**src/rtl/ext_pkg.sv**
```systemverilog
// Shared types and helpers for the width extenders.
// Fill rule: 00 zero, 10 ones, 01/11 replicate the sample MSB.
package ext_pkg;

    typedef enum logic [1:0] {
        EXT_ZERO = 2'b00,
        EXT_SIGN = 2'b01,
        EXT_ONES = 2'b10
    } ext_mode_e;

    typedef enum logic [1:0] {
        OCC_EMPTY = 2'd0,
        OCC_ONE   = 2'd1,
        OCC_TWO   = 2'd2
    } occ_state_e;

    // Mode 2'b11 is not a named mode and behaves like sign fill.
    function automatic logic ext_fill(input logic [1:0] mode, input logic msb);
        logic fill;
        if (mode == EXT_ZERO) begin
            fill = 1'b0;
        end else if (mode == EXT_ONES) begin
            fill = 1'b1;
        end else begin
            fill = msb;
        end
        return fill;
    endfunction

endpackage

```
**src/rtl/ext_fill_unit.sv**
```systemverilog
// Combinational IN_W -> OUT_W extender; upper bits take the mode-selected fill bit.
module ext_fill_unit
    import ext_pkg::*;
#(
    parameter int IN_W  = 8,
    parameter int OUT_W = 16
) (
    input  logic [IN_W-1:0]  in_data,
    input  logic [1:0]       mode,
    output logic [OUT_W-1:0] out_data
);

    genvar gi;

    generate
        for (gi = 0; gi < IN_W; gi++) begin : g_low
            assign out_data[gi] = in_data[gi];
        end

        // With OUT_W == IN_W there are no upper bits and the sample passes through.
        if (OUT_W > IN_W) begin : g_ext
            logic fill;
            assign fill = ext_fill(mode, in_data[IN_W-1]);
            for (gi = IN_W; gi < OUT_W; gi++) begin : g_high
                assign out_data[gi] = fill;
            end
        end
    endgenerate

endmodule

```
**src/rtl/ext_stream_pipe.sv**
```systemverilog
// Pipelined width extender with a 2-entry skid buffer and valid/ready on both sides.
// Optional delivery statistics are built when EXT_STATS_EN is defined.
module ext_stream_pipe
    import ext_pkg::*;
#(
    parameter int IN_W  = 8,
    parameter int OUT_W = 16,
    parameter int CNT_W = 16
) (
    input  logic             clk,
    input  logic             rst_n,
    input  logic             in_valid,
    output logic             in_ready,
    input  logic [IN_W-1:0]  in_data,
    input  logic [1:0]       in_mode,
    output logic             out_valid,
    input  logic             out_ready,
`ifdef EXT_STATS_EN
    output logic [CNT_W-1:0] cnt_beats,
    output logic [CNT_W-1:0] cnt_neg,
`endif
    output logic [OUT_W-1:0] out_data
);

    generate
        if (IN_W < 1) begin : g_bad_in_w
            $error("ext_stream_pipe: IN_W must be >= 1");
        end
        if (OUT_W < IN_W) begin : g_bad_out_w
            $error("ext_stream_pipe: OUT_W must be >= IN_W");
        end
        if (CNT_W < 1) begin : g_bad_cnt_w
            $error("ext_stream_pipe: CNT_W must be >= 1");
        end
    endgenerate

    occ_state_e       state_reg, state_next;
    logic [OUT_W-1:0] head_reg, head_next;
    logic [OUT_W-1:0] tail_reg, tail_next;
    logic [OUT_W-1:0] ext_word;
    logic             accept;
    logic             deliver;
    logic             load_head;
    logic             load_tail;
    logic             shift_tail;

    ext_fill_unit #(
        .IN_W  (IN_W),
        .OUT_W (OUT_W)
    ) u_fill (
        .in_data  (in_data),
        .mode     (in_mode),
        .out_data (ext_word)
    );

    assign accept  = in_valid && in_ready;
    assign deliver = out_valid && out_ready;

    always_ff @(posedge clk or negedge rst_n) begin
        if (!rst_n) begin
            state_reg <= OCC_EMPTY;
        end else begin
            state_reg <= state_next;
        end
    end

    always_comb begin
        state_next = state_reg;
        case (state_reg)
            OCC_EMPTY: if (accept) state_next = OCC_ONE;
            OCC_ONE: begin
                if (accept && !deliver) begin
                    state_next = OCC_TWO;
                end else if (!accept && deliver) begin
                    state_next = OCC_EMPTY;
                end
            end
            OCC_TWO:   if (deliver) state_next = OCC_ONE;
            default:   state_next = OCC_EMPTY;
        endcase
    end

    // Handshake outputs decode only the registered occupancy.
    always_comb begin
        in_ready  = (state_reg != OCC_TWO);
        out_valid = (state_reg != OCC_EMPTY);
    end

    // The head is the presented word; it is only written when it is empty or leaving,
    // so it holds under stall and keeps its last value after the final delivery.
    always_comb begin
        load_head  = accept && ((state_reg == OCC_EMPTY) || ((state_reg == OCC_ONE) && deliver));
        load_tail  = accept && (state_reg == OCC_ONE) && !deliver;
        shift_tail = deliver && (state_reg == OCC_TWO);
        head_next  = head_reg;
        tail_next  = tail_reg;
        if (load_head) begin
            head_next = ext_word;
        end else if (shift_tail) begin
            head_next = tail_reg;
        end
        if (load_tail) begin
            tail_next = ext_word;
        end
    end

    always_ff @(posedge clk or negedge rst_n) begin
        if (!rst_n) begin
            head_reg <= '0;
            tail_reg <= '0;
        end else begin
            head_reg <= head_next;
            tail_reg <= tail_next;
        end
    end

    assign out_data = head_reg;

`ifdef EXT_STATS_EN
    logic             head_neg_reg, head_neg_next;
    logic             tail_neg_reg, tail_neg_next;
    logic [CNT_W-1:0] cnt_beats_reg;
    logic [CNT_W-1:0] cnt_neg_reg;

    // The sign flag travels with its entry exactly like the data word.
    always_comb begin
        head_neg_next = head_neg_reg;
        tail_neg_next = tail_neg_reg;
        if (load_head) begin
            head_neg_next = in_data[IN_W-1];
        end else if (shift_tail) begin
            head_neg_next = tail_neg_reg;
        end
        if (load_tail) begin
            tail_neg_next = in_data[IN_W-1];
        end
    end

    always_ff @(posedge clk or negedge rst_n) begin
        if (!rst_n) begin
            head_neg_reg  <= 1'b0;
            tail_neg_reg  <= 1'b0;
            cnt_beats_reg <= '0;
            cnt_neg_reg   <= '0;
        end else begin
            head_neg_reg <= head_neg_next;
            tail_neg_reg <= tail_neg_next;
            if (deliver) begin
                cnt_beats_reg <= cnt_beats_reg + 1'b1;
                if (head_neg_reg) begin
                    cnt_neg_reg <= cnt_neg_reg + 1'b1;
                end
            end
        end
    end

    assign cnt_beats = cnt_beats_reg;
    assign cnt_neg   = cnt_neg_reg;
`endif

endmodule

```
**config.mk**
```make
export PLATFORM = sky130hd
export DESIGN_NAME = ext_stream_pipe
export DESIGN_NICKNAME = d
export VERILOG_FILES = /design/src/rtl/ext_pkg.sv /design/src/rtl/ext_fill_unit.sv /design/src/rtl/ext_stream_pipe.sv
export SDC_FILE = /design/constraint.sdc
export NUM_CORES = 1
export LEC_CHECK = 0
export BUFFER_PORTS_ARGS = -buffer_cell sky130_fd_sc_hd__buf_2
export CORE_ASPECT_RATIO = 1.2
export CORE_UTILIZATION = 30
export DETAILED_ROUTE_END_ITERATION = 12
export SYNTH_ARGS = -nofsm -noshare
export SYNTH_HDL_FRONTEND = slang
export SYNTH_SLANG_ARGS = --single-unit
```
**constraint.sdc**
```tcl
create_clock -name clk -period 3.3 [get_ports clk]
set_input_delay 0.165 -clock clk [delete_from_list [all_inputs] [get_ports clk]]
set_output_delay 0.165 -clock clk [all_outputs]
set_load 0.01 [all_outputs]
```
==> results of run 1 <==
## cells by family (layout without fill, tap and decap cells)
| logic type | count (synthesis) | after routing | synth area share |
|---|---|---|---|
| and+or+nand+nor | 21 | 21 | 0.1164 |
| DFF | 20 | 20 | 0.4520 |
| buffers and inverters | 15 | 38 | 0.1153 |
| AOI/OAI and AO/OA | 30 | 30 | 0.1808 |
| muxes | 11 | 11 | 0.1356 |
## power by group
group	internal (W)	switching [W]	total, W	leakage [nW]
Sequential	0.000339	0.0000636	0.000402	0.235
Clock	0.000106	0.0000772	0.000183	0.0288
Combinational	0.000180	0.000171	0.000352	0.316
Total	0.000625	0.000312	0.000937	0.580
## final cells by class
cell class	count	share of cell area
Timing Repair Buffer	34	0.1429
Tap cell	37	0.03671
Multi-Input combinational cell	62	0.3800
Sequential cell	20	0.3968
Clock buffer	4	0.04365
## cell usage after synthesis (2+ instances only)
cell type	number	area [sq um]
nand3_1	9	45.04
mux2_4	8	120.1
o21ai_0	8	40.04
buf_4	8	60.06
nor2_1	2	7.510
mux2i_1	3	30.03
a31oi_1	7	43.79
buf_2	2	10.01
a21oi_1	3	15.01
buf_6	3	33.78
nand2b_1	3	18.77
a211oi_1	7	52.55
dfrtp_1	20	500.5
## routing by layer
| layer | global-route usage | vias to the layer above | routed length [um] |
|---|---|---|---|
| met5 | 0 | - | 0 |
| met2 | 0.2573 | 28 | 1275 |
| met4 | 0.06402 | 0 | 34 |
| met3 | 0.02052 | 2 | 86 |
| met1 | 0.1546 | 396 | 989 |
| li1 | - | 398 | - |
## worst min path at each step
stage,from,end,depth (start not counted)
after floorplan,rst_n,out_data[0],0
after global routing,in_data[5],tail_reg[5],2
after CTS,in_data[1],tail_reg[1],2
after global placement,rst_n,out_data[7],1
final,in_data[0],tail_reg[0],2
after detailed placement,rst_n,out_data[7],1
## per-stage QoR
step	std cells	hold slack (ps)	area, sq um
global placement	152	135.4	1196
CTS	157	154.0	1261
detailed placement	152	137.9	1196
finish	157	158.3	1261
floorplan	97	-130.6	1107
global route	157	151.9	1261
## worst register-to-register path, delay by kind of cell, from the launching register on
kind | cells | cell delay [ps]
compound gates | 2 | 510
simple gates | 1 | 400
flops | 1 | 470
==> out/metrics.yaml, run 1 <==
p_leak_nw: 0.5798
finalWeightedCongestion: 0.7642
worst-endpoint-required_ps: 3420
ff2ff_setup_slack_ps: 1790
clock-root-buffer: "clkbuf_8"
layout_worst_path_cycle_share: 0.4578
final-seq-area_sq_um: 500.5
nets_final: 135
grt.total_usage: 0.1377
start_util: 0.3233
path_clk_slew_ps: 70
layout_min_cycle_time_ps: 1511
layout.filler_cells: 335
num_antenna_cells: 0
cp_slowest_cell: "dfrtp_1"
post_route_cells_drive_above_1_share: 0.4083
cell_chain_of_the_critical_path: "nand2b_1 -> o21ai_4 -> a31oi_1"
design.die.area_sq_um: 3939
most-common-layout-cells: "buf_2 (31), dfrtp_1 (20), nand3_1 (9), mux2_4 (8), o21ai_0 (8)"
violations_in_the_final_reports: "design-rule violations"
synthCells: 97
fmaxAchievable_ghz: 0.6620
critPathKind: "flop to flop"
crit_cells: 3
worstSetupStartpoint: "state_reg[1]"
crit-reg2reg-capture: "out_data[6]"
report.final.slew_viol_count: 0
max_vdd_drop_mv: 0.2029
numCtsBuffers: 3
drt-wirelength-per-cell_um: 15.19
worst_path_maximum_fanout: 10
number_of_enable_flip_flop_cells_after_synthesis: 0
max_capacitance_violation_count: 0
worst_r2r_startpoint: "state_reg[1]"
timing.critical_path.from_type: "flop"
pwr_density_cell_nw_per_um2: 742.9
place_ws_ps: 1815
htree_num_levels: 1
layout.cells.most_common: "buf_2"
layout_setup_ws_ps: 1789
area_growth_pct: 13.90
floorplan.die.width_um: 57.46
clock-sinks: 20
syn_area_per_cell_sq_um: 11.42
drtPass1Iterations: 10
core.rowCount: 23
path_delay_family: "compound AO/OA/AOI/OAI gates"
worstSetupEndpointType: "flop"
timing_worst_slew_pin_value_ps: 654.5
antenna_left: 0
proportion_of_synthesized_chip_area_in_sequential_cells: 0.4520
worst_slew_margin_rel: 0.5637
ys_async_sr_fraction: 1.000
grt_pass1_vias: 876
post_drt_via_cell_ratio: 5.248
core-area_sq_um: 3425
worst_hold_path_type: "primary input to flop"
grt_overflow: 0
run_status: "complete, but fails checks"
p_total_w: 0.0009370
drcViolationCount: 3
via_count: 824
cts_post_setup_buffers_inserted: 0
ys_warn_count: 0
cts_repair_resize_count: 0
hold_buffers: 1
hpwl_mm: 1.660
ys_types: 27
finalSetupTns_ps: 0
wl_mm: 2.385
drt-initial-drc-count: 38
cp.arrival_ps: 1630
finClkSkew_ps: 1.107
finalSetupViolations: 0
fp.dieH_um: 68.55
cts_tree: "done"
grt_max_degree: 21
dominantRegCellSynth: "dfrtp_1"
ioPinCount: 32
total_area_of_multi_input_combinational_cells_sq_um: 479.2
post_synth_instance_area_sq_um: 1107
utilization: 0.3683
finalHoldViolations: 0
rr_worst_depth: 3
timing.critical_path.to: "out_data[6]"
antenna_found_initial: 0
insertion_delay_ps: 250
place.port_buffers: 31
max_buffers_root_to_sink: 2
grt_setup_unrepaired: "no"
synth_seq_cells: 20
synth.net_count: 111
crit_path_max_incr_delay_ps: 470
path_buf_inv: 0
grt_pass1_wl_mm: 4.119
(Power assumes the default switching activity.)
==> inputs of run 2 (changes only) <==
clock period = 1.4 ns   (was 3.3 ns; I/O delays follow)
==> out/metrics.yaml, run 2 (synthesis results as in run 1) <==
run_status: "complete, but fails checks"
violations_in_the_final_reports: "design-rule violations"
worst_hold_path_type: "primary input to flop"
finalWeightedCongestion: 0.7773
ff2ff_setup_slack_ps: 20
place.port_buffers: 31
finalHoldViolations: 0
core-area_sq_um: 3425
grt_max_degree: 21
cp.arrival_ps: 1530
grt_overflow: 0
fmaxAchievable_ghz: 0.7254
drtPass1Iterations: 10
layout.cells.most_common: "buf_2"
drcViolationCount: 3
worstSetupEndpointType: "flop"
finClkSkew_ps: 1.811
layout_worst_path_cycle_share: 0.9847
worstHoldPathCells: 2
timing.critical_path.from_type: "flop"
post_drt_via_cell_ratio: 5.303
pwr_density_cell_nw_per_um2: 1697
finalSetupViolations: 0
area_growth_pct: 22.60
antenna_left: 0
timing_worst_slew_pin_value_ps: 466.0
hpwl_mm: 1.802
grt_pass1_wl_mm: 4.015
clock-root-buffer: "clkbuf_8"
core.rowCount: 23
max_buffers_root_to_sink: 2
crit_cells: 3
p_leak_nw: 0.6266
antenna_found_initial: 0
clock-sinks: 20
crit_path_max_incr_delay_ps: 430
critPathKind: "flop to flop"
drt-wirelength-per-cell_um: 15.07
path_delay_family: "flip-flops"
cts_tree: "done"
num_antenna_cells: 0
min_to: "tail_reg[1]"
wl_mm: 2.486
grt_pass1_vias: 861
stdcell_area_sq_um: 1358
insertion_delay_ps: 260
nets_final: 143
numCtsBuffers: 3
fp.dieH_um: 68.55
start_util: 0.3233
cts_post_setup_buffers_inserted: 0
hold_path_origin: "in_data[1]"
rr_worst_depth: 3
via_count: 875
grt_setup_unrepaired: "yes"
worst_r2r_startpoint: "state_reg[1]"
place_area_sq_um: 1249
cp_slowest_cell: "dfrtp_1"
worst_path_maximum_fanout: 5
utilization: 0.3964
design.die.area_sq_um: 3939
crit-reg2reg-capture: "tail_reg[4]"
max_vdd_drop_mv: 0.4544
grt.total_usage: 0.1373
worst-endpoint-required_ps: 1550
path_clk_slew_ps: 80
drt-initial-drc-count: 17
ioPinCount: 32
layout_min_cycle_time_ps: 1379
report.final.slew_viol_count: 0
cell_chain_of_the_critical_path: "nor4bb_4 -> buf_6 -> mux2_4"
floorplan.die.width_um: 57.46
post_route_cells_drive_above_1_share: 0.4922
max_capacitance_violation_count: 0
htree_num_levels: 1
path_buf_inv: 1
most-common-layout-cells: "buf_2 (31), dfrtp_1 (19), nand3_1 (9), mux2_4 (8), buf_4 (8)"
worst_slew_margin_rel: 0.6893
==> run 2: routing by layer <==
metal	vias up	track usage	share of wire
met2	30	0.2573	0.53
met1	428	0.1520	0.41
met3	5	0.01679	0.038
li1	412	-	-
met5	-	0	0
met4	0	0.07317	0.022
==> run 2: metrics by stage <==
stage	TNS, ps	hold WS [ps]	std cells	setup slack, ps	power [W]
2_1_floorplan	0	-225.6	97	42.66	0.001617
3_3_place_gp	0	38.34	159	54.10	0.001803
3_5_place_dp	0	35.84	159	14.57	0.001829
4_1_cts	0	51.02	164	8.418	0.002273
5_1_grt	-277.4	50.02	165	-48.60	0.002449
6_report	0	54.71	165	21.43	0.002304
==> run 2: worst max-delay path by stage <==
| stage | start | to | slack (ps) |
|---|---|---|---|
| 2_1_floorplan | state_reg[1] | tail_reg[0] | 40 |
| 3_3_place_gp | state_reg[1] | tail_reg[0] | 50 |
| 3_5_place_dp | state_reg[1] | tail_reg[4] | 10 |
| 4_1_cts | state_reg[1] | tail_reg[4] | 8 |
| 5_1_grt | state_reg[1] | tail_reg[2] | -50 |
| 6_report | state_reg[1] | tail_reg[4] | 20 |
==> run 2: where the power goes <==
part	switching, W	internal, W	leakage (nW)
clock network	0.000197	0.000251	0.0288
logic	0.000427	0.000476	0.364
registers	0.000154	0.000800	0.234
==> run 2: layout make-up <==
cell class	instances	area (sq um)
clock buffer	4	55.05
sequential	20	501.7
tap	37	46.29
multi-input combinational	62	506.7
fill	348	2067
timing repair buffer	42	247.7
==> run 2: repair_timing <==
action	4_1_cts	5_1_grt
hold endpoints to repair	20	0
resized for setup	0	15
endpoints found under the setup margin	0	11
hold buffers	1	0
==> inputs of run 3 (changes only) <==
CORE_UTILIZATION = 35   (was 30)
PLACE_DENSITY_LB_ADDON = 0.15   (was unset)
==> out/metrics.yaml, run 3 (synthesis results as in run 1) <==
grt_setup_unrepaired: "yes"
finalHoldViolations: 0
report.final.slew_viol_count: 0
via_count: 845
worst_slew_margin_rel: 0.6888
clock-sinks: 20
timing.critical_path.from_type: "flop"
clock-root-buffer: "clkbuf_4"
p_leak_nw: 0.6238
grt.total_usage: 0.1540
worst_hold_path_type: "primary input to flop"
antenna_found_initial: 0
num_antenna_cells: 0
drt-initial-drc-count: 5
layout_worst_path_cycle_share: 1.003
ioPinCount: 32
hpwl_mm: 1.719
insertion_delay_ps: 290
finalSetupViolations: 2
wl_mm: 2.346
core-area_sq_um: 3028
grt_overflow: 0
stdcell_area_sq_um: 1330
cp_slowest_cell: "dfrtp_1"
grt_max_degree: 21
place_area_sq_um: 1270
max_vdd_drop_mv: 0.5646
critPathKind: "flop to flop"
layout.filler_cells: 328
post_route_cells_drive_above_1_share: 0.4846
floorplan.die.width_um: 53.35
numCtsBuffers: 3
max_capacitance_violation_count: 0
cp.arrival_ps: 1590
utilization: 0.4393
fp.dieH_um: 63.62
finClkSkew_ps: 6.365
violations_in_the_final_reports: "negative setup slack"
htree_num_levels: 1
most-common-layout-cells: "buf_2 (31), dfrtp_1 (20), buf_4 (13), nand3_1 (9)"
core.rowCount: 22
fmaxAchievable_ghz: 0.7123
layout.cells.most_common: "buf_2"
dpl.cell_count: 161
ff2ff_setup_slack_ps: -4
crit_path_max_incr_delay_ps: 450
post_drt_via_cell_ratio: 5.090
layout_min_cycle_time_ps: 1404
antenna_left: 0
drt-wirelength-per-cell_um: 14.13
cts_tree: "done"
nets_final: 146
worstSetupEndpointType: "flop"
cell_chain_of_the_critical_path: "nor4bb_2 -> buf_4 -> mux2_4"
path_delay_family: "flip-flops"
drcViolationCount: 0
fin_cells: 166
worst_path_maximum_fanout: 5
design.die.area_sq_um: 3394
layout_setup_ws_ps: -3.938
grt_pass1_wl_mm: 3.822
run_status: "complete, but fails checks"
pwr_density_cell_nw_per_um2: 1582
place.port_buffers: 31
max_buffers_root_to_sink: 2
grt_pass1_vias: 812
path_buf_inv: 1
timing_worst_slew_pin_value_ps: 466.9
worst-endpoint-required_ps: 1580
path_clk_slew_ps: 110
finalWeightedCongestion: 0.7368
finalSetupTns_ps: -4.990
start_util: 0.3657
area_growth_pct: 20.11
drtPass1Iterations: 4
==> run 3: changes by cell type in the layout (fill, tap and decap cells not counted), moves of 2 or more <==
cell | previous run | this run
o21ai_0 | 6 | 8
a211oi_2 | 3 | 1
buf_6 | 2 | 0
buf_4 | 8 | 13
o21ai_1 | 2 | 0
clkbuf_4 | 0 | 3
a211oi_1 | 4 | 6
clkbuf_8 | 4 | 0
==> run 3: layout make-up <==
class	instances	area [sq um]	share of cell area
tap	36	45.04	0.03387
sequential	20	500.5	0.3763
timing repair buffer	45	262.8	0.1976
multi-input combinational	62	499.2	0.3754
clock buffer	3	22.52	0.01693
==> run 3: what timing repair did <==
action	CTS	global route
gates resized for setup	0	5
endpoints found under the setup margin	9	15
pin swaps	1	2
buffers inserted	0	1
endpoints found under the hold margin	20	0
hold buffers	1	0
==> run 3: through the flow <==
step / hold slack [ps] / power (W) / setup WS [ps]
final: 22.07 / 0.002104 / -3.938
after detailed placement: 54.16 / 0.001835 / -16.44
after CTS: 8.887 / 0.002109 / -11.57
after global placement: 52.58 / 0.001819 / 24.15
after global routing: 0.7948 / 0.002277 / -61.94
after floorplan: -225.6 / 0.001617 / 42.66
==> run 3: power by group <==
part | leakage [nW] | total [W] | switching, W | internal, W
sequential | 0.235 | 0.000934 | 0.000137 | 0.000797
clock | 0.0138 | 0.000266 | 0.000166 | 0.000100
combinational | 0.375 | 0.000904 | 0.000419 | 0.000485
==> run 3: layer usage <==
layer  GRT usage  wire length (um)  share of wire
met5           0                 0              0
met4     0.05592                18         0.0077
met3     0.02415                65          0.028
met2      0.2375              1160           0.49
met1      0.2117              1101           0.47
==> run 3: final timing paths <==
| path | from | end | cells after the start |
|---|---|---|---|
| worst max register to register | state_reg[1] | tail_reg[1] | 3 |
| worst max-delay path | state_reg[1] | tail_reg[1] | 3 |
| min in group asynchronous | rst_n | out_data[0] | 2 |
| worst min register to register | tail_reg[0] | tail_reg[0] | 1 |
| worst min-delay path | in_data[3] | tail_reg[3] | 2 |
| max in group asynchronous | rst_n | tail_reg[7] | 2 |
